==> src/rtl/dc_fu_dma_burst_manager.sv <==
// AXI4 read-channel burst manager for the fetch-unit DMA: credit-gated AR issue,
// R beat accounting, burst-length checking and sticky worst-RRESP capture.
module dc_fu_dma_burst_manager #(
    parameter int TRANS_COUNT_WIDTH = 12,
    parameter int BURST_LEN         = 16,
    parameter int MAX_OUTSTANDING   = 4,
    parameter int SPACE_WIDTH       = 10
) (
    input  logic                         clk,
    input  logic                         nrst,
    input  logic                         en,
    input  logic                         start_fetch,
    input  logic [TRANS_COUNT_WIDTH-1:0] trans_count,
    input  logic [SPACE_WIDTH-1:0]       fifo_space,
    input  logic                         error_clr,
    output logic                         axi_arvalid,
    input  logic                         axi_arready,
    input  logic                         axi_rvalid,
    output logic                         axi_rready,
    input  logic                         axi_rlast,
    input  logic [1:0]                   axi_rresp,
    output logic                         next_addr,
    output logic                         busy,
    output logic                         done,
    output logic [1:0]                   error_flag,
    output logic                         len_err
);

    localparam int TCW = TRANS_COUNT_WIDTH;
    localparam int OW  = 4;
    localparam int BCW = $clog2(BURST_LEN + 1) + 1;
    localparam int CW  = ((SPACE_WIDTH > OW + BCW) ? SPACE_WIDTH : OW + BCW) + 2;

    typedef enum logic [1:0] {
        ST_IDLE  = 2'd0,
        ST_RUN   = 2'd1,
        ST_DRAIN = 2'd2
    } state_t;

    state_t           state_q, state_d;
    logic [TCW-1:0]   remaining_ar_q, remaining_ar_d;
    logic [TCW-1:0]   remaining_r_q, remaining_r_d;
    logic [OW-1:0]    outstanding_q, outstanding_d;
    logic [BCW-1:0]   beat_cnt_q, beat_cnt_d;
    logic             arvalid_q, arvalid_d;
    logic             done_q, done_d;
    logic [1:0]       error_q, error_d;
    logic             len_err_q, len_err_d;

    logic             ar_hs;
    logic             r_hs;
    logic             r_last_hs;
    logic             start_go;
    logic [OW-1:0]    out_post;

    // Space still owed to in-flight bursts plus one more burst must fit in the FIFO.
    function automatic logic issue_ok(input logic [TCW-1:0]         rem,
                                      input logic [OW-1:0]          outs,
                                      input logic [BCW-1:0]         beats,
                                      input logic [SPACE_WIDTH-1:0] space);
        logic [CW-1:0] held;
        logic [CW-1:0] used;
        logic [CW-1:0] need;
        held = CW'(outs) * CW'(BURST_LEN);
        used = (CW'(beats) > held) ? held : CW'(beats);
        need = held - used + CW'(BURST_LEN);
        return (rem != '0) && (outs < OW'(MAX_OUTSTANDING)) && (CW'(space) >= need);
    endfunction

    assign busy        = (state_q != ST_IDLE);
    assign axi_rready  = busy && en;
    assign axi_arvalid = arvalid_q;
    assign ar_hs       = arvalid_q && axi_arready;
    assign next_addr   = ar_hs;
    assign r_hs        = axi_rvalid && axi_rready;
    assign r_last_hs   = r_hs && axi_rlast;
    assign start_go    = (state_q == ST_IDLE) && en && start_fetch && (trans_count != '0);
    assign out_post    = outstanding_q + OW'(ar_hs);
    assign done        = done_q;
    assign error_flag  = error_q;
    assign len_err     = len_err_q;

    always_comb begin
        remaining_ar_d = remaining_ar_q;
        if (start_go)
            remaining_ar_d = trans_count;
        else if (ar_hs && remaining_ar_q != '0)
            remaining_ar_d = remaining_ar_q - TCW'(1);
    end

    always_comb begin
        remaining_r_d = remaining_r_q;
        if (start_go)
            remaining_r_d = trans_count;
        else if (r_last_hs && remaining_r_q != '0)
            remaining_r_d = remaining_r_q - TCW'(1);
    end

    always_comb begin
        outstanding_d = outstanding_q;
        case ({ar_hs, r_last_hs && (outstanding_q != '0)})
            2'b10:   outstanding_d = outstanding_q + OW'(1);
            2'b01:   outstanding_d = outstanding_q - OW'(1);
            default: outstanding_d = outstanding_q;
        endcase
    end

    // A burst that overruns BURST_LEN keeps counting (saturating) until its rlast.
    always_comb begin
        beat_cnt_d = beat_cnt_q;
        len_err_d  = len_err_q;
        if (r_hs) begin
            if (axi_rlast) begin
                beat_cnt_d = '0;
                if (beat_cnt_q != BCW'(BURST_LEN - 1))
                    len_err_d = 1'b1;
            end else begin
                if (beat_cnt_q != '1)
                    beat_cnt_d = beat_cnt_q + BCW'(1);
                if (beat_cnt_q == BCW'(BURST_LEN - 1))
                    len_err_d = 1'b1;
            end
        end
        if (en && error_clr)
            len_err_d = 1'b0;
    end

    always_comb begin
        error_d = error_q;
        if (en && error_clr)
            error_d = 2'b00;
        else if (r_hs && (axi_rresp > error_q))
            error_d = axi_rresp;
    end

    always_ff @(posedge clk or negedge nrst) begin
        if (!nrst) begin
            remaining_ar_q <= '0;
            remaining_r_q  <= '0;
            outstanding_q  <= '0;
            beat_cnt_q     <= '0;
            error_q        <= 2'b00;
            len_err_q      <= 1'b0;
            arvalid_q      <= 1'b0;
            done_q         <= 1'b0;
        end else begin
            remaining_ar_q <= remaining_ar_d;
            remaining_r_q  <= remaining_r_d;
            outstanding_q  <= outstanding_d;
            beat_cnt_q     <= beat_cnt_d;
            error_q        <= error_d;
            len_err_q      <= len_err_d;
            arvalid_q      <= arvalid_d;
            done_q         <= done_d;
        end
    end

    // FSM state register
    always_ff @(posedge clk or negedge nrst) begin
        if (!nrst)
            state_q <= ST_IDLE;
        else
            state_q <= state_d;
    end

    // FSM next state; counters reflect any handshake taken this cycle
    always_comb begin
        state_d = state_q;
        case (state_q)
            ST_IDLE: begin
                if (start_go)
                    state_d = ST_RUN;
            end
            ST_RUN: begin
                if (en && remaining_ar_d == '0)
                    state_d = (remaining_r_d == '0) ? ST_IDLE : ST_DRAIN;
            end
            ST_DRAIN: begin
                if (en && remaining_r_d == '0)
                    state_d = ST_IDLE;
            end
            default: state_d = ST_IDLE;
        endcase
    end

    // FSM outputs; a handshaking AR re-evaluates credit so bursts can issue back to back
    always_comb begin
        arvalid_d = arvalid_q && !ar_hs;
        done_d    = 1'b0;
        case (state_q)
            ST_IDLE: begin
                if (en && start_fetch && trans_count == '0)
                    done_d = 1'b1;
                if (start_go)
                    arvalid_d = issue_ok(trans_count, outstanding_q, beat_cnt_q, fifo_space);
            end
            ST_RUN: begin
                if (en && (!arvalid_q || ar_hs))
                    arvalid_d = issue_ok(remaining_ar_d, out_post, beat_cnt_q, fifo_space);
                if (en && state_d == ST_IDLE)
                    done_d = 1'b1;
            end
            ST_DRAIN: begin
                if (en && state_d == ST_IDLE)
                    done_d = 1'b1;
            end
            default: begin
                arvalid_d = 1'b0;
                done_d    = 1'b0;
            end
        endcase
    end

endmodule

==> config.mk <==
export PLATFORM = sky130hd
export DESIGN_NAME = dc_fu_dma_burst_manager
export DESIGN_NICKNAME = d
export VERILOG_FILES = /design/src/rtl/dc_fu_dma_burst_manager.sv
export SDC_FILE = /design/constraint.sdc
export NUM_CORES = 1
export LEC_CHECK = 0
export CAP_MARGIN = 20
export CORE_MARGIN = 3
export CORE_UTILIZATION = 58
export CTS_CLUSTER_DIAMETER = 40
export DETAILED_ROUTE_END_ITERATION = 7
export PLACE_DENSITY_LB_ADDON = 0.08
export SLEW_MARGIN = 30
export SYNTH_ARGS = -nofsm -noshare
export SYNTH_HDL_FRONTEND = slang
export SYNTH_SLANG_ARGS = --single-unit
==> constraint.sdc <==
create_clock -name clk -period 4.7 [get_ports clk]
set_input_delay 1.41 -clock clk [delete_from_list [all_inputs] [get_ports clk]]
set_output_delay 1.41 -clock clk [all_outputs]
set_load 0.005 [all_outputs]
Word-level counts from Yosys, hierarchy flattened

Index checks and enable logic that the tools add are counted.
W data, S select, Z words.

Register bits after elaboration: 41
Output and inout port bits: 8
Word-level logic and storage cells: 106

$add $sub $neg: 10
Order comparisons: 7
Reductions and logical operators: 45
Mux-type cells: 27
Eq/ne operators: 8

Operators with widths:

| kind                    | count |
|---|---|
| $mux W12                | 4 |
| $reduce_bool A12 Y1     | 4 |
| $logic_not A12 Y1       | 3 |
| $ge A10 B12 Y1          | 2 |
| $sub A12 B1 Y12 const B | 2 |
| $logic_and A1 B1 Y1     | 23 |
| $add A9 B6 Y10 const B  | 2 |
| $sub A8 B8 Y9           | 2 |
| $gt A6 B8 Y1            | 2 |
| $mux W8                 | 2 |
| $mux W2                 | 6 |
| $mux W6                 | 2 |
| $reduce_bool A2 Y1      | 5 |
| $mux W1                 | 9 |
| $lt A4 B3 Y1 const B    | 2 |
| $pmux W4 S2             | 1 |
| $add A6 B1 Y6 const B   | 1 |
| $eq A6 B4 Y1 const B    | 1 |
| $ne A6 B4 Y1 const B    | 1 |
| $ne A6 B6 Y1 const B    | 1 |
| $pmux W2 S3             | 1 |
| $add A4 B1 Y4           | 1 |
| $add A4 B1 Y4 const B   | 1 |
| $eq A2 B1 Y1 const B    | 2 |
| other kinds (14)        | 17 |

Longest topological paths before layout

Gate-level depths: netlist of the first run.

Depth after elaboration: 15
Gate-level depth with buffers: 23
Gate-level depth less buffers: 23

Least setup slack after synthesis of the first run

No wires, ideal clock.

Path type: in2reg
From: in axi_arready
To: reg arvalid_q (netlist: axi_arvalid)
Data arrival time: 4909 ps
Required time: 4599 ps
Stages: 23
Library setup time: 101 ps
Path buffers: 0
Path slack: -310 ps
Path through: nand2_1 -> nor2_1 -> ha_1 -> inv_1 -> ha_1 -> a21oi_1 -> a21oi_1 -> nand2_1 -> nor2_1 -> a21oi_1 -> ha_1 -> nand2_1 -> o21ai_0 -> a41o_1 -> a211o_1 -> o21ai_0 -> xor2_1 -> xnor2_1 -> ha_1 -> nand2_1 -> o21ai_0 -> a31oi_1 -> o32ai_1

Word-level cells in the longest chain between the ends: 10
Elaborated cells on any way between the ends: 21

Ends and longest elaborated chain:

| item                    | RTL line | text |
|---|---|---|
| start, declared         | 17       | `input logic axi_arready,` |
| $logic_and A1 B1 Y1 (*) | 73       | `assign ar_hs = arvalid_q && axi_arready;` |
| $add A4 B1 Y4           | 78       | `assign out_post = outstanding_q + OW'(ar_hs);` |
| $gt A6 B8 Y1            | 65       | `used = (CW'(beats) > held) ? held : CW'(beats);` |
| $mux W8                 | 65       |  |
| $sub A8 B8 Y9           | 66       | `need = held - used + CW'(BURST_LEN);` |
| $add A9 B6 Y10          | 66       |  |
| $ge A10 B12 Y1          | 67       | `return (rem != '0) && (outs < OW'(MAX_OUTSTANDING)) && (CW'(space) >= need);` |
| $logic_and A1 B1 Y1     | 67       |  |
| $mux W1                 | 198      | `if (en && (!arvalid_q \|\| ar_hs))` |
| $pmux W1 S3 (*)         | 190      | `case (state_q)` |
| via arvalid_d           | 45       | `logic arvalid_q, arvalid_d;` |
| end signal, assigned    | 153      | `arvalid_q <= arvalid_d;` |
| end, declared           | 45       |  |

The timed path passes the listed nets; every way through them passes the cells marked *.
A chain may end at the register's enable or synchronous reset.

Final worst setup path of the first run

Ends and elaborated chain as after synthesis.

==> results of run 1 <==
registers in the layout, summed over array words and instances (netlist names):
register        flops
remaining_ar_q     12
remaining_r_q      12
beat_cnt_q          6
outstanding_q       4
error_flag          2
state_q             2
axi_arvalid         1
done                1
len_err             1
timing repair:
| item | 4_1_cts | 5_1_grt |
|---|---|---|
| pin swaps | 7 | 6 |
| setup buffers | 3 | 3 |
| gates resized for setup | 7 | 11 |
| endpoints found under the hold margin | 0 | 0 |
| setup endpoints to repair | 1 | 1 |
critical path: stages:
cell and delay [ns]:
buf_4 0.13, nand2_8 0.06, nor2_4 0.04, ha_4 0.29
inv_4 0.04, ha_4 0.26, a21oi_2 0.06, a21oi_2 0.15
nand2_2 0.11, nor2_1 0.11, a21oi_1 0.06, ha_1 0.36
nand2_2 0.11, o21ai_2 0.05, a41o_1 0.26, a211o_1 0.26
o21ai_2 0.08, xor2_2 0.20, nand3b_1 0.12, xnor2_1 0.15
ha_2 0.31, a31oi_1 0.08, o32ai_1 0.27
layout make-up:
class,count,area [um^2],share of cell area
Inverter,31,120.1,0.02458
Sequential cell,41,1026,0.2100
Clock buffer,5,68.82,0.01408
Multi-Input combinational cell,381,2796,0.5723
Timing Repair Buffer,85,734.5,0.1503
Clock inverter,3,43.79,0.008963
Tap cell,77,96.34,0.01972
layout by cell type (no fill, tap or decap), types with 3 or more instances in the layout:
cell             instances
or4_1                    5
xnor2_1                 18
dfrtp_1                 41
or2_2                    4
and3_1                   5
or3_1                    5
clkdlybuf4s50_1         37
nor3_1                  17
inv_1                   28
nand2_1                 26
o21ai_2                  4
nor3b_1                  3
a211oi_1                 4
o31ai_1                  3
nand4_1                  9
a211o_1                  4
mux2i_1                  8
nand3_1                 13
a21oi_1                 37
a31oi_1                 10
nor2_1                  55
a21o_1                  13
nor2b_1                  4
o21ai_0                  9
clkbuf_8                 5
xor2_1                  14
ha_1                    43
buf_4                   47
nor4_2                   4
layer usage:
layer	wire length, um	track usage	up-vias	part of all wire
li1	-	-	1867	-
met1	4826	0.4017	1751	0.47
met2	4717	0.4521	117	0.46
met3	503	0.04327	17	0.049
met4	168	0.07531	0	0.016
met5	0	0	-	0
kinds of logic (layout without fill, tap and decap cells):
group / Yosys count / in the layout / share of synthesized area
DFF: 41 / 41 / 0.2631
buffers and inverters: 42 / 124 / 0.04716
muxes: 10 / 10 / 0.02631
AOI/OAI and AO/OA: 110 / 110 / 0.1854
adders and majority gates: 47 / 47 / 0.1527
and+or+nand+nor: 179 / 179 / 0.2467
xor gates and xnor gates: 35 / 35 / 0.07860
per-stage QoR:
stage / setup WS (ns) / setup TNS (ns)
finish: -0.07102 / -0.07102
floorplan: 0.009516 / 0
detailed placement: -0.7791 / -0.7791
global placement: -0.6247 / -0.6247
CTS: 0.03158 / 0
global route: -0.3264 / -0.3264
where the power goes:
| group | internal [mW] | total (mW) | switching, mW | leakage [nW] |
|---|---|---|---|---|
| Sequential | 0.495 | 0.705 | 0.210 | 0.486 |
| Combinational | 1.31 | 2.68 | 1.38 | 1.64 |
| Clock | 0.159 | 0.294 | 0.135 | 0.0585 |
path summary, 6_finish.rpt:
path | end | cells after the start
setup / recovery | axi_arvalid | 23
max in group asynchronous | beat_cnt_q[5] | 1
hold reg to reg | len_err | 2
setup reg to reg | axi_arvalid | 18
hold / removal | len_err | 2
min in group asynchronous | remaining_ar_q[4] | 1
==> run_summary.xml, run 1 <==
<?xml version="1.0" encoding="UTF-8"?>
<metrics>
  <group name="outcome">
    <metric name="failed_checks" unit="">negative setup slack</metric>
    <metric name="outcome" unit="">complete, but fails checks</metric>
  </group>
  <group name="global_route">
    <metric name="maximum_number_of_pins_on_one_net_before_global_route_repair" unit="">42</metric>
    <metric name="grt_pass1_wl" unit="mm">17.48</metric>
    <metric name="first_global_vias" unit="">3763</metric>
    <metric name="grt_antenna_before_repair" unit="">0</metric>
    <metric name="globalRouteOverflowTotal" unit="">0</metric>
    <metric name="grt_util_all_layers" unit="">0.2836</metric>
  </group>
  <group name="clock_tree">
    <metric name="cts_hold_repair.buffers" unit="">0</metric>
    <metric name="tritoncts" unit="">built</metric>
    <metric name="clockRootBuffer" unit="">clkbuf_8</metric>
    <metric name="tritoncts_buffer_count" unit="">5</metric>
    <metric name="cts_buffer_depth" unit="">2</metric>
    <metric name="htree_num_levels" unit="">2</metric>
    <metric name="cts.clk_slew.worst_paths" unit="ns">0.08</metric>
    <metric name="tritoncts_num_sinks" unit="">41</metric>
    <metric name="clock_latency" unit="ns">0.30</metric>
  </group>
  <group name="cells_and_area">
    <metric name="stdcell_area" unit="mm^2">0.004886</metric>
    <metric name="fin_cells" unit="">623</metric>
    <metric name="fraction_of_final_layout_cells_with_drive_strength_greater_than_1" unit="">0.1813</metric>
    <metric name="antenna-diode-count" unit="">0</metric>
    <metric name="nNetsFinal" unit="">624</metric>
    <metric name="fill_cells" unit="">476</metric>
    <metric name="post_synthesis_to_final_layout_area_growth" unit="%">25.28</metric>
    <metric name="fin_util" unit="">0.7608</metric>
  </group>
  <group name="floorplanning">
    <metric name="area_of_the_core_region" unit="mm^2">0.006422</metric>
    <metric name="floorplan.die_area" unit="mm^2">0.007744</metric>
    <metric name="floorplan.die.height" unit="um">88</metric>
    <metric name="die_w" unit="um">88</metric>
    <metric name="floorplan.io_pins" unit="">40</metric>
    <metric name="rows" unit="">29</metric>
    <metric name="initial_core_util" unit="">0.6072</metric>
  </group>
  <group name="min_path">
    <metric name="worstHoldStart" unit="">len_err</metric>
    <metric name="path_class_of_the_lowest_slack_min_delay_path" unit="">flip-flop to flip-flop</metric>
  </group>
  <group name="critical_path">
    <metric name="timing.reg2reg.setup_slack" unit="ns">0.32</metric>
    <metric name="worstSetupStartpoint" unit="">axi_arready</metric>
    <metric name="worst_setup_path_end_kind" unit="">flip-flop</metric>
    <metric name="cp_data_arrival_time" unit="ns">4.97</metric>
    <metric name="crit_fanout" unit="">5</metric>
    <metric name="timing.setup.critical_path_class" unit="">primary input to flip-flop</metric>
    <metric name="worst_r2r_startpoint" unit="">beat_cnt_q[4]</metric>
    <metric name="crit_required" unit="ns">4.90</metric>
    <metric name="start_kind" unit="">primary input</metric>
  </group>
  <group name="synth">
    <metric name="synthesis.nets" unit="">543</metric>
    <metric name="synth_ff_type" unit="">dfrtp_1</metric>
    <metric name="yosysWarningCount" unit="">0</metric>
    <metric name="synth_enable_flop_cells" unit="">0</metric>
    <metric name="synth.distinct_cells" unit="">68</metric>
    <metric name="ys_seq_area_frac" unit="">0.2631</metric>
    <metric name="post-synth-top-count-cell" unit="">nor2_1</metric>
    <metric name="postSynthCellCount" unit="">464</metric>
    <metric name="ys_async_sr_fraction" unit="">1.000</metric>
    <metric name="synth_top_cell_by_area" unit="">dfrtp_1</metric>
    <metric name="synth.top_cells.by_area" unit="">dfrtp_1, ha_1, nor2_1, a21oi_1, xnor2_1</metric>
    <metric name="mappedNetlistArea" unit="mm^2">0.003900</metric>
    <metric name="synth.avg_cell_area" unit="um^2">8.405</metric>
    <metric name="yosys.area.top_type_share" unit="">0.2631</metric>
    <metric name="synth_common_cells" unit="">nor2_1, ha_1, dfrtp_1, a21oi_1</metric>
    <metric name="ys_ff_latch" unit="">41</metric>
  </group>
  <group name="power_and_ir_drop">
    <metric name="leakage_power_figure" unit="nW">2.183</metric>
    <metric name="peakVddDrop" unit="mV">0.4504</metric>
    <metric name="power_density" unit="mW/mm^2">753.6</metric>
    <metric name="total_power_after_layout" unit="mW">3.682</metric>
  </group>
  <group name="route">
    <metric name="drtAntennaViolNets" unit="">0</metric>
    <metric name="drt-total-wl" unit="mm">10.22</metric>
    <metric name="detail_route.vias_per_cell" unit="">6.022</metric>
    <metric name="drtPass1Iterations" unit="">5</metric>
    <metric name="post-route-drc-count" unit="">0</metric>
    <metric name="vias" unit="">3752</metric>
    <metric name="route.detailed.wl_per_inst" unit="um">16.40</metric>
    <metric name="drt-initial-drc-count" unit="">193</metric>
  </group>
  <group name="timing">
    <metric name="fmax" unit="GHz">0.2096</metric>
    <metric name="setup_viol_count_final" unit="">1</metric>
    <metric name="timing.slew.headroom" unit="">0.4490</metric>
    <metric name="finalHoldViolations" unit="">0</metric>
    <metric name="worstMarginPinSlew" unit="ns">0.8197</metric>
    <metric name="postLayoutSetupSlackWorst" unit="ns">-0.07102</metric>
    <metric name="slew_viol_final" unit="">0</metric>
    <metric name="fin_worst_skew" unit="ns">0.005726</metric>
    <metric name="min_period_over_period" unit="">1.015</metric>
    <metric name="final_layout_worst_hold_slack" unit="ns">0.5376</metric>
    <metric name="rsz_0062_raised_after_global_routing" unit="">yes</metric>
    <metric name="period_minus_slack" unit="ns">4.771</metric>
  </group>
  <group name="placed_design">
    <metric name="placement.cell_area" unit="mm^2">0.004672</metric>
    <metric name="finalWeightedCongestion" unit="">0.9331</metric>
    <metric name="post-dp-hpwl" unit="mm">8.049</metric>
    <metric name="place.port_buffers" unit="">39</metric>
    <metric name="dp.cells" unit="">609</metric>
  </group>
  <group name="job">
    <metric name="drv.max_cap_violation_count" unit="">0</metric>
  </group>
</metrics>
Power figures use the tool's default switching activity.
==> run 2: changes to the inputs <==
--- a/config.mk
+++ b/config.mk
@@ -7,11 +7,11 @@
 export LEC_CHECK = 0
 export CAP_MARGIN = 20
 export CORE_MARGIN = 3
-export CORE_UTILIZATION = 58
+export CORE_UTILIZATION = 55
 export CTS_CLUSTER_DIAMETER = 40
 export DETAILED_ROUTE_END_ITERATION = 7
 export PLACE_DENSITY_LB_ADDON = 0.08
-export SLEW_MARGIN = 30
+export SLEW_MARGIN = 20
 export SYNTH_ARGS = -nofsm -noshare
 export SYNTH_HDL_FRONTEND = slang
 export SYNTH_SLANG_ARGS = --single-unit
==> run 2 against run 1 <==
  * The run still ends with negative setup slack left
  * Core utilization is 4.2 points lower
  * Clock power is 18% lower
  * Cell area grew 0.51%
  * Clock skew increased by 0.0054 ns
  * Non-clock buffer count increased by 5
  * Register-to-register slack better by 0.08 ns
  * Worst hold slack worse by 0.0030 ns
  * Sequential share of layout area fell by 0.11 points
  * Critical path type unchanged
  * Largest power group unchanged
==> run_summary.xml, run 2 (same netlist as run 1, synthesis figures left out) <==
<?xml version="1.0" encoding="UTF-8"?>
<metrics>
  <group name="timing">
    <metric name="min_period_over_period" unit="">1.010</metric>
    <metric name="setup_viol_count_final" unit="">1</metric>
    <metric name="final_layout_worst_hold_slack" unit="ns">0.5346</metric>
    <metric name="finalHoldViolations" unit="">0</metric>
    <metric name="timing.slew.headroom" unit="">0.3742</metric>
    <metric name="slew_viol_final" unit="">0</metric>
    <metric name="worstMarginPinSlew" unit="ns">0.9387</metric>
    <metric name="setup_total_negative_slack" unit="ns">-0.04580</metric>
    <metric name="postLayoutSetupSlackWorst" unit="ns">-0.04580</metric>
    <metric name="fmax" unit="GHz">0.2107</metric>
    <metric name="period_minus_slack" unit="ns">4.746</metric>
    <metric name="rsz_0062_raised_after_global_routing" unit="">yes</metric>
    <metric name="fin_worst_skew" unit="ns">0.01109</metric>
  </group>
  <group name="cells_and_area">
    <metric name="fraction_of_final_layout_cells_with_drive_strength_greater_than_1" unit="">0.1800</metric>
    <metric name="nNetsFinal" unit="">629</metric>
    <metric name="antenna-diode-count" unit="">0</metric>
    <metric name="mostFrequentLayoutCells" unit="">nor2_1, buf_4, ha_1</metric>
    <metric name="multi_input_area" unit="mm^2">0.002781</metric>
    <metric name="regArea" unit="mm^2">0.001026</metric>
    <metric name="post_synthesis_to_final_layout_area_growth" unit="%">25.92</metric>
    <metric name="fill_cells" unit="">557</metric>
    <metric name="fin_util" unit="">0.7189</metric>
    <metric name="largestRegisters" unit="">remaining_ar_q: 12 flops, remaining_r_q: 12 flops, beat_cnt_q: 6 flops</metric>
    <metric name="layout.cells.most_common" unit="">nor2_1</metric>
  </group>
  <group name="clock_tree">
    <metric name="htree_num_levels" unit="">2</metric>
    <metric name="cts_buffer_depth" unit="">2</metric>
    <metric name="clock_latency" unit="ns">0.31</metric>
    <metric name="tritoncts_num_sinks" unit="">41</metric>
    <metric name="cts.clk_slew.worst_paths" unit="ns">0.08</metric>
    <metric name="clockRootBuffer" unit="">clkbuf_8</metric>
    <metric name="tritoncts_buffer_count" unit="">5</metric>
    <metric name="tritoncts" unit="">built</metric>
  </group>
  <group name="global_route">
    <metric name="grt_util_all_layers" unit="">0.2583</metric>
    <metric name="first_global_vias" unit="">3803</metric>
    <metric name="globalRouteOverflowTotal" unit="">0</metric>
    <metric name="maximum_number_of_pins_on_one_net_before_global_route_repair" unit="">42</metric>
    <metric name="grt_antenna_before_repair" unit="">0</metric>
    <metric name="grt_pass1_wl" unit="mm">17.37</metric>
  </group>
  <group name="floorplanning">
    <metric name="floorplan.die.height" unit="um">90.21</metric>
    <metric name="floorplan.io_pins" unit="">40</metric>
    <metric name="initial_core_util" unit="">0.5709</metric>
    <metric name="floorplan.die_area" unit="mm^2">0.008137</metric>
    <metric name="area_of_the_core_region" unit="mm^2">0.006832</metric>
    <metric name="rows" unit="">30</metric>
    <metric name="die_w" unit="um">90.21</metric>
  </group>
  <group name="placed_design">
    <metric name="finalWeightedCongestion" unit="">0.9501</metric>
    <metric name="post-dp-hpwl" unit="mm">7.986</metric>
    <metric name="place.port_buffers" unit="">39</metric>
  </group>
  <group name="route">
    <metric name="route.detailed.wl_per_inst" unit="um">15.58</metric>
    <metric name="drt-initial-drc-count" unit="">136</metric>
    <metric name="drtAntennaViolNets" unit="">0</metric>
    <metric name="drt-total-wl" unit="mm">10.06</metric>
    <metric name="post-route-drc-count" unit="">0</metric>
    <metric name="vias" unit="">3708</metric>
    <metric name="detail_route.vias_per_cell" unit="">5.740</metric>
    <metric name="drtPass1Iterations" unit="">4</metric>
  </group>
  <group name="critical_path">
    <metric name="crit_fanout" unit="">4</metric>
    <metric name="worst-r2r-cell-count" unit="">19</metric>
    <metric name="worst_r2r_startpoint" unit="">beat_cnt_q[4]</metric>
    <metric name="timing.reg2reg.setup_slack" unit="ns">0.40</metric>
    <metric name="crit_required" unit="ns">4.87</metric>
    <metric name="timing.setup.critical_path_class" unit="">primary input to flip-flop</metric>
    <metric name="regToRegEndpoint" unit="">axi_arvalid</metric>
    <metric name="start_kind" unit="">primary input</metric>
    <metric name="worst_setup_path_end_kind" unit="">flip-flop</metric>
    <metric name="cp_data_arrival_time" unit="ns">4.92</metric>
  </group>
  <group name="job">
    <metric name="drv.max_cap_violation_count" unit="">0</metric>
  </group>
  <group name="outcome">
    <metric name="outcome" unit="">complete, but fails checks</metric>
    <metric name="failed_checks" unit="">negative setup slack</metric>
  </group>
  <group name="power_and_ir_drop">
    <metric name="peakVddDrop" unit="mV">0.3295</metric>
    <metric name="leakage_power_figure" unit="nW">2.182</metric>
    <metric name="power_density" unit="mW/mm^2">724.4</metric>
  </group>
  <group name="min_path">
    <metric name="hold-path-cell-count" unit="">2</metric>
    <metric name="worstHoldStart" unit="">len_err</metric>
    <metric name="worst_hold_path.endpoint" unit="">len_err</metric>
    <metric name="path_class_of_the_lowest_slack_min_delay_path" unit="">flip-flop to flip-flop</metric>
  </group>
</metrics>
[run 2: critical path: stages]
cell and delay (ns):
buf_2 0.14, nand2_8 0.06, nor2_2 0.05, ha_4 0.28
inv_2 0.05, ha_4 0.27, a21oi_4 0.05, a21oi_2 0.15
nand2_2 0.11, nor2_2 0.12, a21oi_1 0.05, ha_1 0.34
nand2_1 0.11, o21ai_1 0.06, a41o_1 0.24, a211o_1 0.25
o21ai_2 0.08, xor2_2 0.19, xnor2_1 0.11, ha_1 0.31
a21oi_1 0.13, o21ai_1 0.08, a31oi_1 0.17, o32ai_1 0.09
[run 2: where the power goes]
group / switching, mW / total [mW] / internal, mW
logic: 1.33 / 2.61 / 1.28
registers: 0.208 / 0.703 / 0.495
clock network: 0.125 / 0.241 / 0.116
[run 2: per-stage QoR]
stage                     cells  cell area (um^2)  setup slack (ns)  power, mW
final                       646              4911          -0.04580      3.557
after CTS                   646              4876           0.02654      3.506
after detailed placement    635              4761           -0.7916      3.208
after global routing        646              4911           -0.3018      3.950
after floorplan             464              3958          0.009516      2.438
after global placement      635              4761           -0.6535      3.100
[run 2: how the worst max path moves through the flow]
| stage | cells past startpoint | endpoint | from |
|---|---|---|---|
| floorplan | 21 | axi_arvalid | axi_arready |
| global route | 24 | axi_arvalid | axi_arready |
| finish | 24 | axi_arvalid | axi_arready |
| global placement | 22 | axi_arvalid | axi_arready |
| CTS | 24 | axi_arvalid | axi_arready |
| detailed placement | 22 | axi_arvalid | axi_arready |
[run 2: metal layers]
layer,wire length (um),vias up,share of wire,track usage
met3,417,27,0.041,0.04017
met2,5085,87,0.51,0.4574
met5,0,-,0,0
li1,-,1872,-,-
met4,316,0,0.031,0.1033
met1,4242,1722,0.42,0.3124
[run 2: timing repair]
item / in CTS / in global routing
buffers inserted: 4 / 0
resized for setup: 4 / 7
setup endpoints to repair: 1 / 1
pin swaps: 8 / 8
hold buffers: 0 / 0
[run 2: cell type report]
class	instances	area share
tap	96	0.02446
timing repair buffer	90	0.1580
clock buffer	6	0.01682
inverter	31	0.02395
sequential	41	0.2089
multi-input combinational	381	0.5664
clock inverter	1	0.001529
